===== src/rtl/obstacle_pkg.sv =====
`default_nettype none
// ============================================================================
// Module  : obstacle_pkg
// Purpose : Shared constants and helpers for the obstacle timebase block.
//           Holds the default frame/step timing and the 5-bit LFSR
//           seed and tap mask used by obstacle_lfsr5.
// Ports   : (package, no ports)
// Revision: 1.0  initial release
// ============================================================================
package obstacle_pkg;

  // 60 Hz frame tick from a 50 MHz clock.
  localparam int unsigned OBS_DELAY_CYCLES    = 833333;
  localparam int unsigned OBS_FRAMES_PER_STEP = 15;

  // x^5 + x^3 + 1: feedback taps are q[4] and q[2].
  localparam logic [4:0]  OBS_LFSR_SEED = 5'h01;
  localparam logic [4:0]  OBS_LFSR_TAPS = 5'b10100;

  function automatic logic lfsr_feedback(input logic [4:0] state);
    return ^(state & OBS_LFSR_TAPS);
  endfunction

endpackage
`default_nettype wire


===== src/rtl/obstacle_lfsr5.sv =====
`default_nettype none
// ============================================================================
// Module  : obstacle_lfsr5
// Purpose : Free-running 5-bit Fibonacci LFSR (period 31) with a lock-up
//           guard that reloads the seed if the register is ever all-zero.
// Ports   : clock   in  1  system clock, rising edge
//           resetn  in  1  synchronous active-low reset
//           q       out 5  current LFSR state (registered, never 0)
// Revision: 1.0  initial release
// ============================================================================
module obstacle_lfsr5
  import obstacle_pkg::*;
#(
  parameter logic [4:0] SEED = OBS_LFSR_SEED
) (
  input  logic       clock,
  input  logic       resetn,
  output logic [4:0] q
);

  logic [4:0] state;

  always_ff @(posedge clock) begin
    if (!resetn) begin
      state <= SEED;
    end else if (state == 5'd0) begin
      // All-zero is a fixed point of the shift; escape it by reseeding.
      state <= SEED;
    end else begin
      state <= {state[3:0], lfsr_feedback(state)};
    end
  end

  assign q = state;

endmodule
`default_nettype wire


===== src/rtl/obstacle_timebase.sv =====
`default_nettype none
// ============================================================================
// Module  : obstacle_timebase
// Purpose : Timing and randomness source for the obstacle datapath.
//           frame pulses once every DELAY_CYCLES enabled clocks, next
//           pulses once every FRAMES_PER_STEP frame pulses, and rand_num
//           exposes a free-running 5-bit LFSR.
// Ports   : clock     in  1  system clock, rising edge
//           resetn    in  1  synchronous active-low reset
//           enable    in  1  delay-counter run enable (draw request)
//           frame     out 1  registered 1-clock frame tick
//           next      out 1  registered 1-clock step tick
//           rand_num  out 5  LFSR state, never 0
// Revision: 1.0  initial release
// ============================================================================
module obstacle_timebase
  import obstacle_pkg::*;
#(
  parameter int unsigned DELAY_CYCLES    = OBS_DELAY_CYCLES,
  parameter int unsigned FRAMES_PER_STEP = OBS_FRAMES_PER_STEP,
  parameter logic [4:0]  LFSR_SEED       = OBS_LFSR_SEED
) (
  input  logic       clock,
  input  logic       resetn,
  input  logic       enable,
  output logic       frame,
  output logic       next,
  output logic [4:0] rand_num
);

  localparam int DW = $clog2(DELAY_CYCLES);
  localparam int FW = $clog2(FRAMES_PER_STEP) + 1;

  localparam logic [DW-1:0] DCOUNT_RELOAD = DW'(DELAY_CYCLES - 1);
  localparam logic [FW-1:0] FCOUNT_LAST   = FW'(FRAMES_PER_STEP - 1);

  logic [DW-1:0] dcount;
  logic [FW-1:0] fcount;

  // Delay counter: counts down only while enabled; a paused count resumes
  // where it left off rather than restarting.
  always_ff @(posedge clock) begin
    if (!resetn) begin
      dcount <= DCOUNT_RELOAD;
      frame  <= 1'b0;
    end else if (enable) begin
      if (dcount == '0) begin
        dcount <= DCOUNT_RELOAD;
        frame  <= 1'b1;
      end else begin
        dcount <= dcount - DW'(1);
        frame  <= 1'b0;
      end
    end else begin
      frame <= 1'b0;
    end
  end

  // Frame counter: frame is used as a clock enable, so next lands one
  // clock after the completing frame pulse and never overlaps it.
  always_ff @(posedge clock) begin
    if (!resetn) begin
      fcount <= '0;
      next   <= 1'b0;
    end else if (frame) begin
      if (fcount == FCOUNT_LAST) begin
        fcount <= '0;
        next   <= 1'b1;
      end else begin
        fcount <= fcount + FW'(1);
        next   <= 1'b0;
      end
    end else begin
      next <= 1'b0;
    end
  end

  obstacle_lfsr5 #(
    .SEED (LFSR_SEED)
  ) u_lfsr (
    .clock  (clock),
    .resetn (resetn),
    .q      (rand_num)
  );

endmodule
`default_nettype wire


===== config.mk =====
export PLATFORM = sky130hd
export DESIGN_NAME = obstacle_timebase
export DESIGN_NICKNAME = d
export VERILOG_FILES = /design/src/rtl/obstacle_pkg.sv /design/src/rtl/obstacle_lfsr5.sv /design/src/rtl/obstacle_timebase.sv
export SDC_FILE = /design/constraint.sdc
export NUM_CORES = 1
export LEC_CHECK = 0
export ABC_AREA = 1
export CELL_PAD_IN_SITES_DETAIL_PLACEMENT = 0
export CELL_PAD_IN_SITES_GLOBAL_PLACEMENT = 1
export CORE_ASPECT_RATIO = 1.4
export CORE_MARGIN = 3
export CORE_UTILIZATION = 46
export CTS_CLUSTER_DIAMETER = 30
export DETAILED_ROUTE_END_ITERATION = 8
export MAX_ROUTING_LAYER = met4
export PLACE_DENSITY = 0.87
export SYNTH_ARGS = -nofsm -noshare
export SYNTH_HDL_FRONTEND = slang
export SYNTH_HIERARCHICAL = 1
export SYNTH_SLANG_ARGS = --single-unit

===== constraint.sdc =====
create_clock -name clock -period 3.04 [get_ports clock]
set_input_delay 0.304 -clock clock [delete_from_list [all_inputs] [get_ports clock]]
set_output_delay 0.304 -clock clock [all_outputs]
set_load 0.01 [all_outputs]

==> metrics.csv, run 1 <==
stage,metric,value,unit
setup_path,path_delay_family,buffers and inverters,
routing,viasPerCell,4.91,
floorplanning,dieArea,0.00421,mm²
setup_path,crit_path_start_kind,flip-flop,
cells_and_area,fin_cells,270,
routing,drt_wl_total,3160,µm
setup_path,crit_chain,clkdlybuf4s50_1,
global_route,grt_usage,0.170,
cts,cts.sinks,32,
timing,worst_pin_slew,0.390,ns
yosys,synth_top_area_cell,dfxtp_1,
routing,wire_per_inst,11.7,µm
yosys,synth_top_area_frac,0.403,
yosys,synth_cells,215,
yosys,yosysMostFrequentCell,nand2_1,
floorplanning,pin_count,10,
yosys,ys_warn_count,6,
setup_path,crit_arrival,1.28,ns
global_route,grt_pass1_vias,1247,
power,power.density,493,mW/mm²
placed_design,dp_hpwl,2430,µm
timing,relSlewSlack,0.737,
placed_design,gp_congestion,0.797,
setup_path,worstPathRequired,2.74,ns
global_route,grt_pass1_wl,5300,µm
cells_and_area,fin_area,0.00183,mm²
cells_and_area,diodes,0,
power,vdd_drop_max,0.450,mV
cts,cts_buffer_depth,2,
yosys,ys_top_cells_by_area,"dfxtp_1 40%, nand2_1 10%, nor2_1 7.8%, inv_1 5.9%, xor2_1 5.0%",
cells_and_area,nNetsFinal,237,
setup_path,ff2ff_path_depth,8,
cts,clkSlewWorstSetupHoldPaths,0.07,ns
yosys,synth_cell_types,24,
yosys,synth-async-reset-ratio,0,
routing,ant_nets,0,
yosys,synth-edff-count,0,
global_route,antenna_found_initial,0,
timing,finalSetupViolations,0,
placed_design,dp_cells,262,
job,cap_violations,0,
power,power.leakage,0.762,nW
timing,clock_skew,0.00662,ns
timing,min_period,1.59,ns
outcome,status,completed,
setup_path,slowest_stage,clkdlybuf4s50_1,
routing,first_pass_iters,5,
setup_path,worstPathMaxFanout,6,
timing,fmax,631,MHz
global_route,grt-ovfl-total,0,
timing,finalMaxSlewViolations,0,
cts,cts_tree,built,
yosys,synth_nets,222,
cts,ctsHoldBuffers,0,
cells_and_area,final_layout_size_suffix_gt1_frac,0.165,
cells_and_area,area_growth,14.8,%
yosys,ys_seq_area_frac,0.403,
cts,cts_resized,0,
setup_path,path_class,flip-flop to primary output,
floorplanning,fp.dieW,55.7,µm
timing,finalCritPeriodShare,0.521,
timing,hold_viol_final,0,
floorplanning,initial_utilization,0.495,
floorplanning,core-area,0.00321,mm²
routing,drt_iter0_drc,48,
placed_design,placed_area,0.00172,mm²
yosys,synth_commonest_cells,"44 x nand2_1, 33 x nor2_1, 32 x dfxtp_1, 25 x inv_1, 13 x nand3_1",
min_path,hold_depth,2,
floorplanning,rows,24,
routing,num_vias,1327,
yosys,syn_area,0.00159,mm²
min_path,hold_class,flip-flop to flip-flop,
routing,drc_errors,0,
cts,cts_root_buf,clkbuf_8,
timing,rsz0062_at_grt,false,
setup_path,cp_num_cells,1,
yosys,yosys_most_used_dff,dfxtp_1,
global_route,grt_max_degree,12,
setup_path,worst-path-buf-inv,1,
floorplanning,die_y,75.6,µm
yosys,synth-seq-cells,32,
cts,cts_setup_buffers,0,
setup_path,crit_path_end_kind,primary output,
yosys,syn_area_per_cell,7.40,µm²
cts,cts_buffers,5,
cts,clk_latency,0.29,ns
timing,tns,0,ns
placed_design,io_buffers,9,
cts,h-tree-depth,2,
setup_path,slowest_delay,0.57,ns
## layer usage
| layer | routed length (µm) | track usage |
|---|---|---|
| met1 | 1400 | 0.173 |
| met2 | 1600 | 0.309 |
| met3 | 95 | 0.0407 |
| met4 | 61 | 0.0811 |
| met5 | 0 | - |
## sequential cells by signal, indices dropped and copies added, names as in the netlist
register,cells
frame,1
next,1
dcount,20
u_lfsr/q,5
fcount,5
## tightest hold or removal path, stage by stage (launching register included)
cell     delay, ns
dfxtp_1       0.33
nand2_1       0.06
inv_1         0.03
## placed cells by master, fill, tap and decap left out
cell type        instances
nand2_1                 44
nor2_1                  33
dfxtp_1                 32
inv_1                   25
nand3_1                 13
xor2_1                   9
nor2_2                   9
clkdlybuf4s50_1          9
nand4_1                  8
nand3_2                  7
nand2_2                  6
clkbuf_8                 5
o21ai_0                  4
a21oi_1                  4
or2_2                    4
ha_1                     4
nor3_1                   3
inv_2                    2
a2bb2oi_1                1
nor2_4                   1
nand2_4                  1
inv_4                    1
o21bai_1                 1
or2_1                    1
clkinv_2                 1
bufinv_16                1
clkbuf_1                 1
xnor2_1                  1
## worst paths after layout
kind | slack [ns] | endpoint | start
min reg2reg | 0.46 | u_lfsr/q[4]$_SDFF_PP0_ | u_lfsr/q[3]$_SDFF_PP0_
max reg2reg | 1.57 | dcount[8]$_SDFFE_PN1P_ | dcount[0]$_SDFFE_PN0P_
max | 1.45 | frame | frame$_SDFF_PN0_
min | 0.46 | u_lfsr/q[4]$_SDFF_PP0_ | u_lfsr/q[3]$_SDFF_PP0_
## cells by family after synthesis
| family | Yosys count | share of synthesized area |
|---|---|---|
| xor gates and xnor gates | 10 | 0.0551 |
| DFF | 32 | 0.403 |
| AOI/OAI and AO/OA | 10 | 0.0354 |
| buffers and inverters | 29 | 0.0747 |
| adders and majority gates | 4 | 0.0315 |
| and+or+nand+nor | 130 | 0.400 |
## where the power goes
group	switching, mW	total [mW]	internal, mW
clock	0.159	0.402	0.243
combinational	0.0352	0.0603	0.0251
sequential	0.00871	0.438	0.429
total	0.203	0.900	0.697
## cell type report
class	count	area, µm²
repair buffers	9	90.1
multi-input cells	154	831
clock buffers	6	72.6
flip-flops and latches	32	641
clock inverters	2	35.0
inverters	28	108
fillers	303	1390
well taps	39	48.8
## through the flow
stage / hold slack, ns / worst slack, ns / power (mW) / utilization
2_1_floorplan: 0.389 / 1.80 / 0.486 / -
3_3_place_gp: 0.440 / 1.31 / 0.507 / 0.535
3_5_place_dp: 0.448 / 1.31 / 0.508 / 0.535
4_1_cts: 0.459 / 1.45 / 0.911 / 0.568
5_1_grt: 0.490 / 1.40 / 0.932 / 0.568
6_report: 0.455 / 1.45 / 0.900 / 0.568
No activity file was read; power rests on OpenSTA's default activity.
==> inputs of run 2 (changes only) <==
--- a/config.mk
+++ b/config.mk
@@ -10,11 +10,11 @@
 export CELL_PAD_IN_SITES_GLOBAL_PLACEMENT = 1
 export CORE_ASPECT_RATIO = 1.4
 export CORE_MARGIN = 3
-export CORE_UTILIZATION = 46
+export CORE_UTILIZATION = 42
 export CTS_CLUSTER_DIAMETER = 30
 export DETAILED_ROUTE_END_ITERATION = 8
 export MAX_ROUTING_LAYER = met4
-export PLACE_DENSITY = 0.87
+export PLACE_DENSITY = 0.81
 export SYNTH_ARGS = -nofsm -noshare
 export SYNTH_HDL_FRONTEND = slang
 export SYNTH_HIERARCHICAL = 1
==> constraint.sdc (replaced) <==
create_clock -name clock -period 1.6 [get_ports clock]
set_input_delay 0.16 -clock clock [delete_from_list [all_inputs] [get_ports clock]]
set_output_delay 0.16 -clock clock [all_outputs]
set_load 0.01 [all_outputs]
==> run 2 against run 1 <==
  * Critical endpoint unchanged
  * Via count rose by 2.0%
  * Worst setup slack worse by 1.3 ns
  * Largest cell class unchanged
  * Non-clock buffer count rose by 3
  * Sequential power is 90% higher
  * Flip-flop and latch count is the same
  * Design area down 0.34%
==> metrics.csv, run 2 (synthesis gave the netlist of run 1 again) <==
stage,metric,value,unit,change
power,power.leakage,0.762,nW,about the same
power,p_int,1.16,mW,+67%
power,pwr-share-clk,0.374,,-0.073
routing,ant_nets,0,,unchanged
floorplanning,die_y,78.8,µm,+4.3%
cts,cts_resized,0,,unchanged
cells_and_area,nNetsFinal,240,,+1.3%
global_route,antenna_found_initial,0,,unchanged
cells_and_area,layout_common_cells,"44 x nand2_1, 33 x nor2_1, 32 x dfxtp_1",,
setup_path,slowest_delay,0.57,ns,about the same
cts,clkSlewWorstSetupHoldPaths,0.07,ns,about the same
routing,wire_per_inst,11.8,µm,+0.34%
setup_path,worst-path-buf-inv,1,,unchanged
timing,fmax,702,MHz,
job,cap_violations,0,,unchanged
timing,relSlewSlack,0.749,,+0.0121
cells_and_area,area_growth,14.4,%,
placed_design,gp_congestion,0.933,,+17%
floorplanning,fp.dieW,58.0,µm,+4.2%
timing,worst_pin_slew,0.372,ns,-0.0180 ns
routing,drt_iter0_drc,64,,+33%
power,vdd_drop_max,0.766,mV,+70%
global_route,grt_pass1_wl,5750,µm,+8.5%
global_route,grt_pass1_vias,1362,,+9.2%
power,net-switching-power,359,µW,+77%
setup_path,path_class,flip-flop to primary output,,
cts,clk_latency,0.28,ns,about the same
cells_and_area,diodes,0,,unchanged
cells_and_area,final_layout_size_suffix_gt1_frac,0.172,,+0.00717
routing,drt_wl_total,3210,µm,+1.5%
global_route,grt-ovfl-total,0,,unchanged
cts,cts_root_buf,clkbuf_8,,
min_path,hold_class,flip-flop to flip-flop,,
floorplanning,rows,25,,+4.2%
floorplanning,core-area,0.00350,mm²,+9.0%
outcome,status,completed,,
cells_and_area,multi_input_area,831,µm²,unchanged
cts,ctsHoldBuffers,0,,unchanged
cts,cts.sinks,32,,unchanged
cells_and_area,largest_reg_flops,20,,unchanged
cts,h-tree-depth,2,,unchanged
setup_path,worstPathMaxFanout,6,,unchanged
timing,finalMaxSlewViolations,0,,unchanged
cells_and_area,final_common_cell,nand2_1,,
timing,finalSetupViolations,0,,unchanged
cts,cts_buffers,5,,unchanged
setup_path,crit_chain,clkdlybuf4s50_1,,
cts,cts_tree,built,,
timing,hold_viol_final,0,,unchanged
setup_path,crit_path_end_kind,primary output,,
timing,tns,0,ns,unchanged
setup_path,crit_arrival,1.27,ns,about the same
floorplanning,pin_count,10,,unchanged
cells_and_area,post-route-util,0.519,,-0.0489
power,p_comb_frac,0.080,,+0.013
power,p_seq_frac,0.546,,+0.060
setup_path,slowest_stage,clkdlybuf4s50_1,,
cts,cts_setup_buffers,0,,unchanged
power,switching_share,0.236,,+0.0101
routing,num_vias,1353,,+2.0%
timing,rsz0062_at_grt,false,,
placed_design,io_buffers,9,,unchanged
timing,finalCritPeriodShare,0.891,,
cells_and_area,regMostFlops,dcount,,
routing,viasPerCell,4.96,,+0.84%
cells_and_area,regArea,641,µm²,unchanged
timing,min_period,1.43,ns,
floorplanning,dieArea,0.00457,mm²,+8.6%
global_route,grt_usage,0.165,,-0.00475
setup_path,path_delay_family,buffers and inverters,,
power,power.density,837,mW/mm²,+70%
routing,first_pass_iters,4,,-1
setup_path,crit_path_start_kind,flip-flop,,
floorplanning,initial_utilization,0.454,,-0.0410
cells_and_area,nFillCells,347,,+15%
routing,drc_errors,0,,unchanged
global_route,grt_max_degree,12,,unchanged
setup_path,worstPathRequired,1.44,ns,-1.30 ns
timing,clock_skew,0.00643,ns,-0.000195 ns
placed_design,dp_hpwl,2490,µm,+2.4%
cts,cts_buffer_depth,2,,unchanged
## run 2: changes by cell type in the layout (fill, tap and decap cells not counted)
cell / change
buf_4: +3
bufinv_16: -1
## run 2: layer usage
metal,vias to the layer above,GRT usage,part of all wire
li1,711,-,-
met1,626,0.176,0.42
met2,11,0.296,0.54
met3,5,0.0341,0.025
met4,0,0.0557,0.015
met5,-,-,0
## run 2: worst reg2reg max path: cells and delay by family, from the launching register on
| kind | cells | cell delay, ns |
|---|---|---|
| adders and majority gates | 1 | 0.22 |
| buffers and inverters | 2 | 0.20 |
| DFF | 1 | 0.31 |
| and+or+nand+nor | 7 | 0.63 |
## run 2: worst paths after layout
check                           depth (start not counted)  slack (ns)                    from                       to
worst max-delay path                                    1        0.17        frame$_SDFF_PN0_                    frame
worst min-delay path                                    2        0.45  u_lfsr/q[0]$_SDFF_PP1_   u_lfsr/q[1]$_SDFF_PP0_
worst max register to register                         10        0.19  dcount[0]$_SDFFE_PN0P_  dcount[14]$_SDFFE_PN0P_
worst min register to register                          2        0.45  u_lfsr/q[0]$_SDFF_PP1_   u_lfsr/q[1]$_SDFF_PP0_
## run 2: cell type report
class,instances,share of cell area
Clock buffer,6,0.0399
Clock inverter,1,0.00275
Multi-Input combinational cell,154,0.457
Inverter,28,0.0591
Timing Repair Buffer,12,0.0619
Tap cell,40,0.0275
Sequential cell,32,0.352
## run 2: power groups by stage
stage               registers, mW  logic [mW]  clock network [mW]
global placement            0.849       0.120                   0
detailed placement          0.849       0.121                   0
global route                0.834       0.137               0.623
finish                      0.831       0.121               0.569
CTS                         0.831       0.123               0.596
floorplan                   0.851      0.0723                   0
## run 2: through the flow
stage          setup slack (ns)  hold slack [ns]  instances  total power [mW]  cell area (µm²)
5_1_grt                 0.00363            0.491        273              1.59             1820
4_1_cts                   0.162            0.454        273              1.55             1820
2_1_floorplan             0.362            0.245        215             0.923             1590
3_3_place_gp             0.0272            0.437        266             0.969             1740
3_5_place_dp           -0.00676            0.445        266             0.971             1740
6_report                  0.174            0.451        273              1.52             1820
==> inputs of run 3 (changes only) <==
--- a/config.mk
+++ b/config.mk
@@ -9,7 +9,7 @@
 export CELL_PAD_IN_SITES_DETAIL_PLACEMENT = 0
 export CELL_PAD_IN_SITES_GLOBAL_PLACEMENT = 1
 export CORE_ASPECT_RATIO = 1.4
-export CORE_MARGIN = 3
+export CORE_MARGIN = 2
 export CORE_UTILIZATION = 42
 export CTS_CLUSTER_DIAMETER = 30
 export DETAILED_ROUTE_END_ITERATION = 8
==> run 3 against run 2 <==
  * First-iteration DRC count is 41% lower
  * Clock skew increased by 0.0021 ns
  * Largest cell class unchanged
  * Combinational power is essentially flat
  * Highest routed layer unchanged
  * Count of clock-buffer cells in the layout did not move
  * Worst setup slack worse by 0.0075 ns
  * Sequential share of layout area is 0.48 points lower
==> metrics.csv, run 3 (synthesis gave the netlist of run 1 again) <==
stage,metric,value,unit,change
placed_design,placed_area,0.00175,mm²,+0.57%
timing,finalSetupViolations,0,,unchanged
cells_and_area,post-route-util,0.506,,-0.0131
min_path,hold_class,flip-flop to flip-flop,,
cts,ctsHoldBuffers,0,,unchanged
cells_and_area,regMostFlops,dcount,,
routing,drt_wl_total,3170,µm,-1.1%
min_path,min_to,u_lfsr/q[4]$_SDFF_PP0_,,
power,power.density,862,mW/mm²,+3.1%
cts,h-tree-depth,2,,unchanged
power,power.leakage,0.777,nW,+2.0%
routing,num_vias,1354,,+0.074%
routing,drc_errors,0,,unchanged
setup_path,slowest_delay,0.57,ns,about the same
global_route,grt_usage,0.174,,+0.00886
setup_path,path_delay_family,buffers and inverters,,
timing,min_period,1.43,ns,+0.00745 ns
cts,clk_latency,0.28,ns,about the same
global_route,grt_pass1_vias,1334,,-2.1%
floorplanning,core-area,0.00364,mm²,+4.0%
cts,cts_buffer_depth,2,,unchanged
setup_path,crit_arrival,1.27,ns,about the same
setup_path,crit_path_end_kind,primary output,,
timing,fmax,698,MHz,-0.52%
timing,rsz0062_at_grt,false,,
cells_and_area,area_growth,16.0,%,
global_route,grt_max_degree,12,,unchanged
cells_and_area,fin_area,0.00184,mm²,+1.4%
setup_path,r2r_slack,0.20,ns,about the same
min_path,hold_start,u_lfsr/q[3]$_SDFF_PP0_,,
timing,worst_pin_slew,0.361,ns,-0.0115 ns
routing,ant_nets,0,,unchanged
cts,cts_setup_buffers,0,,unchanged
routing,wire_per_inst,11.5,µm,-2.5%
floorplanning,rows,26,,+4.0%
cts,cts_tree,built,,
setup_path,path_class,flip-flop to primary output,,
routing,drt_iter0_drc,38,,-41%
setup_path,ff2ff_path_depth,10,,unchanged
cts,clkSlewWorstSetupHoldPaths,0.07,ns,about the same
outcome,status,completed,,
timing,tns,0,ns,unchanged
min_path,hold_depth,2,,unchanged
placed_design,io_buffers,9,,unchanged
timing,relSlewSlack,0.757,,+0.00775
placed_design,gp_congestion,0.854,,-8.4%
setup_path,crit_path_start_kind,flip-flop,,
cts,cts_resized,0,,unchanged
setup_path,worstPathMaxFanout,6,,unchanged
setup_path,r2r_end,dcount[14]$_SDFFE_PN0P_,,
floorplanning,dieArea,0.00430,mm²,-5.9%
cells_and_area,diodes,0,,unchanged
cts,cts_buffers,5,,unchanged
timing,hold_viol_final,0,,unchanged
setup_path,worst_r2r_startpoint,dcount[0]$_SDFFE_PN0P_,,
cts,cts.sinks,32,,unchanged
setup_path,slowest_stage,clkdlybuf4s50_1,,
cells_and_area,nNetsFinal,241,,+0.42%
placed_design,dp_hpwl,2460,µm,-1.4%
setup_path,worstPathRequired,1.44,ns,about the same
job,cap_violations,0,,unchanged
cts,cts_root_buf,clkbuf_8,,
routing,viasPerCell,4.89,,-1.4%
global_route,grt-ovfl-total,0,,unchanged
cells_and_area,largest_reg_flops,20,,unchanged
floorplanning,fp.dieW,56.0,µm,-3.4%
routing,first_pass_iters,4,,unchanged
setup_path,crit_chain,clkdlybuf4s50_1,,
setup_path,worst-path-buf-inv,1,,unchanged
timing,finalMaxSlewViolations,0,,unchanged
timing,clock_skew,0.00857,ns,+0.00215 ns
placed_design,place_ws,-0.0000718,ns,+0.00669 ns
timing,finalCritPeriodShare,0.896,,+0.00466
power,vdd_drop_max,0.469,mV,-39%
timing,setup_ws,0.167,ns,-0.00746 ns
floorplanning,initial_utilization,0.436,,-0.0175
floorplanning,die_y,76.8,µm,-2.5%
cells_and_area,layout_common_cells,"44 x nand2_1, 33 x nor2_1, 32 x dfxtp_1",,
cells_and_area,final_layout_size_suffix_gt1_frac,0.183,,+0.0113
global_route,antenna_found_initial,0,,unchanged
global_route,grt_pass1_wl,5740,µm,-0.12%
cells_and_area,final_common_cell,nand2_1,,
floorplanning,pin_count,10,,unchanged
## run 3: per-layer routing
metal	vias to the layer above	part of all wire	global-route usage	wire length [µm]
met2	22	0.53	0.307	1670
met3	5	0.029	0.0422	92
met5	-	0	-	0
met4	0	0.014	0.0667	46
met1	616	0.43	0.184	1370
li1	711	-	-	-
## run 3: through the flow
stage / cells / hold WS (ns) / power [mW]
after floorplan: 215 / 0.245 / 0.923
after global placement: 269 / 0.438 / 0.971
after detailed placement: 269 / 0.442 / 0.970
after CTS: 277 / 0.452 / 1.62
after global routing: 277 / 0.486 / 1.68
final: 277 / 0.445 / 1.59
## run 3: worst max path at each step
stage / start / end / slack, ns / cells past startpoint
after floorplan: dcount[0]$_SDFFE_PN0P_ / dcount[8]$_SDFFE_PN1P_ / 0.36 / 8
after global placement: enable / dcount[19]$_SDFFE_PN1P_ / 0.01 / 7
after detailed placement: enable / dcount[19]$_SDFFE_PN1P_ / -0.00007 / 7
after CTS: frame$_SDFF_PN0_ / frame / 0.15 / 1
after global routing: dcount[3]$_SDFFE_PN0P_ / dcount[19]$_SDFFE_PN1P_ / 0.06 / 6
final: frame$_SDFF_PN0_ / frame / 0.17 / 1
## run 3: final cells by class
class | count | area (µm²)
Inverter | 28 | 108
Clock inverter | 2 | 10.0
Clock buffer | 6 | 82.6
Sequential cell | 32 | 641
Fill cell | 379 | 1800
Timing Repair Buffer | 13 | 120
Tap cell | 42 | 52.6
Multi-Input combinational cell | 154 | 831
## run 3: power breakdown
group / internal [mW] / leakage [nW] / switching (mW)
sequential: 0.816 / 0.260 / 0.0156
clock: 0.343 / 0.0510 / 0.298
combinational: 0.0519 / 0.466 / 0.0666
total: 1.21 / 0.777 / 0.380
